**src/rtl/paddle_tracker.sv**
```systemverilog
// rtl/paddle_tracker.sv - per-frame paddle position filter: clamp, deadband, rate-limited proportional step.
module paddle_tracker #(
  parameter int SCREEN_H = 480,
  parameter int PADDLE_H = 64,
  parameter int DEAD     = 4,
  parameter int SHIFT    = 2,
  parameter int MAX_STEP = 16
) (
  input  logic       clk,
  input  logic       rst_n,
  input  logic       frame_tick,
  input  logic [9:0] pos_player1,
  input  logic [9:0] pos_player2,
  output logic [9:0] paddle1_y,
  output logic [9:0] paddle2_y,
  output logic       update
);

  localparam logic [9:0] YMAX    = 10'(SCREEN_H - PADDLE_H);
  localparam logic [9:0] YMID    = YMAX >> 1;
  localparam logic [9:0] DEAD_V  = 10'(DEAD);
  localparam logic [9:0] MAX_V   = 10'(MAX_STEP);

  typedef enum logic [1:0] {S_IDLE, S_P1, S_P2, S_COMMIT} state_t;

  state_t r_state;
  state_t w_next;

  logic [9:0] r_raw1, r_raw2, r_acc1, r_acc2, r_paddle1_y, r_paddle2_y;
  logic       r_update;

  logic [9:0]        w_raw, w_acc, w_target, w_abs, w_mag, w_acc_next;
  logic signed [10:0] w_diff, w_neg;

  always_ff @(posedge clk or negedge rst_n) begin
    if (!rst_n) r_state <= S_IDLE;
    else        r_state <= w_next;
  end

  always_comb begin
    w_next = r_state;
    case (r_state)
      S_IDLE:   if (frame_tick) w_next = S_P1;
      S_P1:     w_next = S_P2;
      S_P2:     w_next = S_COMMIT;
      S_COMMIT: w_next = S_IDLE;
      default:  w_next = S_IDLE;
    endcase
  end

  // Shared datapath: the player being processed is selected by the state.
  always_comb begin
    w_raw    = (r_state == S_P2) ? r_raw2 : r_raw1;
    w_acc    = (r_state == S_P2) ? r_acc2 : r_acc1;
    w_target = (w_raw > YMAX) ? YMAX : w_raw;
    w_diff   = $signed({1'b0, w_target}) - $signed({1'b0, w_acc});
    w_neg    = -w_diff;
    w_abs    = w_diff[10] ? w_neg[9:0] : w_diff[9:0];
    w_mag    = w_abs >> SHIFT;
    if (w_mag == 10'd0) w_mag = 10'd1;
    if (w_mag > MAX_V)  w_mag = MAX_V;
    if (w_abs <= DEAD_V)  w_acc_next = w_acc;
    else if (w_diff[10])  w_acc_next = w_acc - w_mag;
    else                  w_acc_next = w_acc + w_mag;
  end

  always_ff @(posedge clk or negedge rst_n) begin
    if (!rst_n) begin
      r_raw1      <= 10'd0;
      r_raw2      <= 10'd0;
      r_acc1      <= YMID;
      r_acc2      <= YMID;
      r_paddle1_y <= YMID;
      r_paddle2_y <= YMID;
      r_update    <= 1'b0;
    end else begin
      r_update <= (r_state == S_COMMIT);
      case (r_state)
        S_IDLE: if (frame_tick) begin
          r_raw1 <= pos_player1;
          r_raw2 <= pos_player2;
        end
        S_P1:     r_acc1 <= w_acc_next;
        S_P2:     r_acc2 <= w_acc_next;
        S_COMMIT: begin
          r_paddle1_y <= r_acc1;
          r_paddle2_y <= r_acc2;
        end
        default: ;
      endcase
    end
  end

  assign paddle1_y = r_paddle1_y;
  assign paddle2_y = r_paddle2_y;
  assign update    = r_update;

endmodule

```
**config.mk**
```make
export PLATFORM = sky130hd
export DESIGN_NAME = paddle_tracker
export DESIGN_NICKNAME = d
export VERILOG_FILES = /design/src/rtl/paddle_tracker.sv
export SDC_FILE = /design/constraint.sdc
export NUM_CORES = 1
export LEC_CHECK = 0
export ABC_AREA = 1
export BUFFER_PORTS_ARGS = -buffer_cell sky130_fd_sc_hd__buf_4
export CAP_MARGIN = 20
export CORE_MARGIN = 3
export CORE_UTILIZATION = 50
export CTS_CLUSTER_DIAMETER = 120
export DETAILED_ROUTE_END_ITERATION = 10
export GPL_ROUTABILITY_DRIVEN = 0
export PLACE_DENSITY = 0.67
export SLEW_MARGIN = 10
export SYNTH_ARGS = -nofsm -noshare
export SYNTH_HDL_FRONTEND = slang
export SYNTH_SLANG_ARGS = --single-unit
```
**constraint.sdc**
```tcl
create_clock -name clk -period 11.57 [get_ports clk]
set_input_delay 2.8925 -clock clk [delete_from_list [all_inputs] [get_ports clk]]
set_output_delay 2.8925 -clock clk [all_outputs]
set_load 0.01 [all_outputs]
```
==> summary.md, run 1 <==
| Metric | Value |
|---|---|
| Syn_area_per_cell | `a little under 8 µm²` |
| CTS resizes | `0` |
| Post-route ant nets | `0` |
| Ports | `44` |
| H-tree levels | `3` |
| Antenna Cells | `0` |
| Arrival time at the worst endpoint | `roughly 7600 ps` |
| Initial antenna violation count | `0` |
| Slowest-stage cell, CP | `ha_1` |
| Die area | `roughly 0.010 mm²` |
| Drt first pass iters | `5` |
| HP Class | `flop to flop` |
| Layout cells sized above 1 | `between 20% and 30%` |
| Crit path time final | `7280 ps` |
| Run status | `finished, final reports clean` |
| DIE WIDTH | `~100 µm` |
| # hold bufs at CTS | `0` |
| Count of cell types in the netlist | `44` |
| Final setup vio count | `0` |
| Synth Cell Area | `0.00457 mm²` |
| Iteration-0 DRC Markers | `~130` |
| Critical Path End Type | `flop` |
| FP Rows | `34` |
| CTS tree | `done` |
| Synth warnings | `0` |
| Worst slew pin tran | `between 900 and 1000 ps` |
| IO buf count | `43` |
| Tot GR Track Use | `20.5%` |
| Initial cell density of the core | `between 50% and 60%` |
| Max-Cap Viols | `0` |
| Critical path data required time | `roughly 12,000 ps` |
| Clock skew | `roughly 12 ps` |
| Setup TNS | `0 ps` |
| Startpoint types | `flop` |
| DRC errors left | `0` |
| Inserted Clock Buffers | `9` |
| Gr ovfl total | `0` |
| First-pass GRT wire length | `~17,000 µm` |
| Core area | `roughly 0.009 mm²` |
| Layout Nets | `683` |
| Clk buf depth | `2` |
| Post-CTS Setup Bufs | `0` |
| Via count | `around 3,900` |
| Routed len/inst | `between 10 and 15 µm` |
| Most frequent CP cell | `nand2_1` |
| Total clock sinks | `63` |
| CP peak stage delay | `720 ps` |
| Worst slew margin | `about a third` |
| Synth Register Bits | `between 60 and 70` |
| Die height | `between 100 and 150 µm` |
| RSZ-0062 raised after global routing | `no` |
| Final Hold Viols | `0` |
| Max-slew violations | `0` |
| Syn Inst Count | `around 590` |
| CP max FO | `25` |
| Crit Path Class | `flop to flop` |
| Final cycle utilization of the critical path | `between 60% and 70%` |
| Register area share after synthesis | `about a third` |
| Clock Latency Late Sink | `340 ps` |
| Root Buffer | `clkbuf_8` |
| Fmax | `137 MHz` |
| Layout overhead on the synthesized area | `12.7%` |
| DP HPWL | `around 8000 µm` |
| Post-synth EDFFs | `0` |
| Worst-path clk slew | `80 ps` |
| Vias in the first global route | `approximately 3,600` |
| DR vias/cell | `roughly 5.2` |
| Routed WL | `slightly above 10,000 µm` |
| Largest net degree at the start of global routing | `64` |
| Post-synthesis async set-or-reset flop share | `100%` |
| Dominant synthesized flop cell | `dfrtp_1` |
| Net Count, Synth | `approximately 650` |
==> cells in the final DEF, fill, tap and decap left out, types with 9 or more instances in the layout <==
| cell | synthesis | layout |
|---|---|---|
| a21oi_1 | 24 | 24 |
| nor2_1 | 35 | 35 |
| clkbuf_8 | 0 | 11 |
| nand2_1 | 167 | 167 |
| nand2_2 | 9 | 9 |
| nand3_1 | 46 | 46 |
| dfstp_2 | 12 | 12 |
| nand3_2 | 16 | 16 |
| o21ai_1 | 13 | 13 |
| dfrtp_1 | 51 | 51 |
| inv_1 | 75 | 75 |
| ha_1 | 26 | 26 |
| buf_4 | 2 | 45 |
| o21ai_0 | 20 | 20 |
| mux2_2 | 28 | 28 |
==> sequential cells by signal (all words and copies together), names as in the netlist <==
register and cells:
paddle1_y 10, paddle2_y 10, r_acc1 10, r_acc2 10, r_raw1 10, r_raw2 10, r_state 2, update 1
==> per-layer routing <==
layer / up-vias / part of all wire (%) / GRT usage [%]
li1: 1975 / - / -
met1: 1794 / 49 / 29.8
met2: 80 / 46 / 32.3
met3: 10 / 3.3 / 2.75
met4: 0 / 1.2 / 5.42
met5: - / 0 / 0
==> critical path, delay by kind of cell (launching register included) <==
kind,cells,cell delay (ps)
adders and majority gates,4,1720
buffers and inverters,6,730
and+or+nand+nor,24,3060
xor gates and xnor gates,3,490
DFF,1,400
AOI/OAI and AO/OA,5,780
==> worst paths after layout <==
| kind | start | end | slack (ps) | cells after the start |
|---|---|---|---|---|
| worst max-delay path | r_state[0] | r_acc2[7] | 4290 | 42 |
| worst min-delay path | r_acc1[4] | r_acc1[4] | 480 | 2 |
| worst max register to register | r_state[0] | r_acc2[7] | 4290 | 42 |
| worst min register to register | r_acc1[4] | r_acc1[4] | 480 | 2 |
| max in group asynchronous | rst_n | r_raw1[8] | 8440 | 1 |
| min in group asynchronous | rst_n | paddle2_y[8] | 2620 | 1 |
==> cell type report <==
type                    instances  area [µm²]
inverters                      83         314
fillers                       778        3650
clock inverters                 5        63.8
clock buffers                  11         151
flip-flops and latches         63        1590
well taps                     108         135
multi-input cells             430        2560
repair buffers                 45         338
==> stage by stage <==
| stage | hold slack (ps) | instance area, µm² | worst slack (ps) | utilization, % | cells |
|---|---|---|---|---|---|
| 6_report | 484 | 5150 | 4290 | 58.5 | 745 |
| 5_1_grt | 500 | 5150 | 3460 | 58.5 | 745 |
| 4_1_cts | 483 | 5150 | 4320 | 58.5 | 745 |
| 3_5_place_dp | 473 | 4940 | 4340 | 56.1 | 729 |
| 3_3_place_gp | 470 | 4940 | 4660 | 56.1 | 729 |
| 2_1_floorplan | 451 | 4570 | 5470 | - | 594 |
==> kinds of logic (layout without fill, tap and decap cells) <==
group / count (synthesis) / in the layout / share of synthesized area, %
flops: 63 / 63 / 34.8
mux: 32 / 32 / 7.77
compound gates: 62 / 62 / 7.17
fa+ha+maj: 28 / 28 / 7.99
buf+inv: 101 / 144 / 9.22
simple gates: 296 / 296 / 30.7
xor+xnor: 11 / 11 / 2.27
other cells: 1 / 1 / 0.0820
==> cell usage after synthesis, types with 2 or more instances <==
| master | number | area, µm² |
|---|---|---|
| ha_1 | 26 | 325 |
| inv_1 | 75 | 282 |
| dfrtp_1 | 51 | 1280 |
| nand3_2 | 16 | 160 |
| o21ai_0 | 20 | 100 |
| buf_1 | 3 | 11.3 |
| xnor2_1 | 4 | 35.0 |
| buf_6 | 4 | 45.0 |
| nand3_1 | 46 | 230 |
| dfstp_2 | 12 | 315 |
| mux2i_1 | 4 | 40.0 |
| xor2_1 | 6 | 52.6 |
| buf_2 | 2 | 10.0 |
| fa_1 | 2 | 40.0 |
| nor2_1 | 35 | 131 |
| nand2_4 | 3 | 33.8 |
| nor2_2 | 3 | 18.8 |
| clkbuf_1 | 7 | 26.3 |
| nand2_1 | 167 | 627 |
| nand2_2 | 9 | 56.3 |
| a21oi_1 | 24 | 120 |
| nand4_1 | 3 | 18.8 |
| nand3b_1 | 2 | 15.0 |
| or2_2 | 5 | 31.3 |
| o21ai_1 | 13 | 65.1 |
| buf_4 | 2 | 15.0 |
| inv_2 | 6 | 22.5 |
| mux2_2 | 28 | 315 |
Power of run 1 is not shown: default switching activity piles up to over one toggle a cycle in this logic, so the estimate is an artifact.
==> run 2: changes to the inputs <==
- clock period: 11.57 -> 7 ns (I/O delays scaled with it)
==> run 2 against run 1 <==
Compared with the run above:
- sequential cell count stayed put
- via count up 0.23%
- die area is the same
- fmax increased by 16%
- register-to-register slack worse by 3500 ps
- first-iteration DRC count is 17% higher
- cell area is 0.92% higher
- sequential share of layout area is 0.28 points lower
- critical path depth is 1 lower
- non-clock buffer count grew 4
- critical endpoint is now r_acc2[8]
- clock skew up 0.66 ps
==> summary.md, run 2 (synthesis gave the netlist of run 1 again) <==
| Metric | Value |
|---|---|
| Run status | `finished, final reports clean` |
| Most frequent cells in the layout | `nand2_1, inv_1, dfrtp_1` |
| Post-route ant nets | `0 (unchanged)` |
| DR vias/cell | `5.16 (-0.30%)` |
| DRC errors left | `0 (unchanged)` |
| Crit Path Class | `flop to flop` |
| CTS tree | `done` |
| Final cycle utilization of the critical path | `89.3% (+26 points)` |
| Worst hold path cell count | `2 (unchanged)` |
| CP peak stage delay | `470 ps (-250 ps)` |
| R2R depth | `41 (-2.4%)` |
| Placed insts | `731 (+0.27%)` |
| Final Hold Viols | `0 (unchanged)` |
| Core area | `0.00881 mm² (unchanged)` |
| Gr ovfl total | `0 (unchanged)` |
| Worst-path clk slew | `80 ps (about the same)` |
| Inserted Clock Buffers | `9 (unchanged)` |
| WP buf/inv | `5 (-1)` |
| Max-slew violations | `0 (unchanged)` |
| Initial cell density of the core | `51.9% (unchanged)` |
| Vias in the first global route | `3,652 (+0.36%)` |
| Die area | `0.0103 mm² (unchanged)` |
| Fmax | `160 MHz (+16%)` |
| Antenna Cells | `0 (unchanged)` |
| Arrival time at the worst endpoint | `6470 ps (-1080 ps)` |
| FP Rows | `34 (unchanged)` |
| Most frequent CP cell | `nand2_1` |
| Leading cell type in the layout, fill and taps excluded | `nand2_1` |
| Final Non-Filler Cells | `749 (+0.54%)` |
| Root Buffer | `clkbuf_8` |
| Reg2reg setup slack | `750 ps (-3540 ps)` |
| Crit path time final | `6250 ps (-1030 ps)` |
| Max-Cap Viols | `0 (unchanged)` |
| Crit path max-delay family | `simple AND/OR/NAND/NOR gates` |
| Initial antenna violation count | `0 (unchanged)` |
| Critical path data required time | `7220 ps (-4620 ps)` |
| Layout cells sized above 1 | `25.7% (+2.0 points)` |
| RSZ-0062 raised after global routing | `no` |
| Critical Path End Type | `flop` |
| Iteration-0 DRC Markers | `146 (+17%)` |
| Clock skew | `13.0 ps (+0.663 ps)` |
| Final setup vio count | `0 (unchanged)` |
| Design area | `0.00520 mm² (+0.92%)` |
| Worst slew pin tran | `837 ps (-126 ps)` |
| Clock Latency Late Sink | `340 ps (about the same)` |
| Layout Nets | `687 (+0.59%)` |
| Fill count | `822 (+5.7%)` |
| Tot GR Track Use | `21.0% (+0.46 points)` |
| Crit path depth | `41 (-2.4%)` |
| Largest net degree at the start of global routing | `64 (unchanged)` |
| First-pass GRT wire length | `17,200 µm (+0.97%)` |
| Slowest-stage cell, CP | `fa_1` |
| IO buf count | `43 (unchanged)` |
| DP HPWL | `7900 µm (-1.2%)` |
| Via count | `3,868 (+0.23%)` |
| Layout overhead on the synthesized area | `13.7%` |
| Ports | `44 (unchanged)` |
| Reg area | `0.00159 mm² (unchanged)` |
| Die height | `102 µm (unchanged)` |
| DIE WIDTH | `102 µm (unchanged)` |
| HP Class | `flop to flop` |
| Total clock sinks | `63 (unchanged)` |
| Startpoint types | `flop` |
| # hold bufs at CTS | `0 (unchanged)` |
| Routed len/inst | `13.6 µm (-1.3%)` |
| Routed WL | `10,200 µm (-0.80%)` |
| Placed Instance Area | `0.00495 mm² (+0.30%)` |
| CP max FO | `5 (-80%)` |
| Area of the multi-input gates | `0.00260 mm² (+1.6%)` |
| H-tree levels | `3 (unchanged)` |
| Drt first pass iters | `4 (-1)` |
| Setup TNS | `0 ps (unchanged)` |
| Worst slew margin | `44.1% (+8.9 points)` |
| Clk buf depth | `2 (unchanged)` |
## run 2: area by class of cell
cell class | instances | share of cell area [%]
tap | 108 | 2.60
multi-input combinational | 430 | 50.0
clock inverter | 6 | 0.842
inverter | 83 | 6.04
clock buffer | 10 | 2.65
sequential | 63 | 30.6
timing repair buffer | 49 | 7.29
## run 2: routing by layer
layer  wire (µm)  part of all wire (%)  track usage, %
met1        4970                    49            30.9
met2        4730                    47            32.9
met3         378                   3.7            2.89
met4          80                  0.79            4.70
met5           0                     0               0
## run 2: worst paths after layout
kind / start / end
worst max-delay path: r_state[0] / r_acc2[8]
worst min-delay path: r_acc1[7] / r_acc1[7]
worst max register to register: r_state[0] / r_acc2[8]
worst min register to register: r_acc1[7] / r_acc1[7]
max in group asynchronous: rst_n / r_raw2[2]
min in group asynchronous: rst_n / r_acc2[8]
## run 2: repair_timing
action                                  CTS  global route
endpoints found under the setup margin    0            10
endpoints found under the hold margin     0             0
buffers inserted                          0             1
gates resized for setup                   0            13
## run 2: metrics by stage
step / setup WS [ps] / utilization [%] / hold WS [ps]
after floorplan: 900 / - / 451
after detailed placement: 400 / 56.2 / 471
after global placement: 607 / 56.2 / 467
final: 752 / 59.1 / 480
after global routing: 47.1 / 59.1 / 509
after CTS: 374 / 58.3 / 481
## run 2: tightest hold or removal path, cell delays in order, from the launching register on
cell     delay (ps)
dfstp_2         380
nand2_1          60
nand2_1          50
Power of run 2 is left out for the same reason.
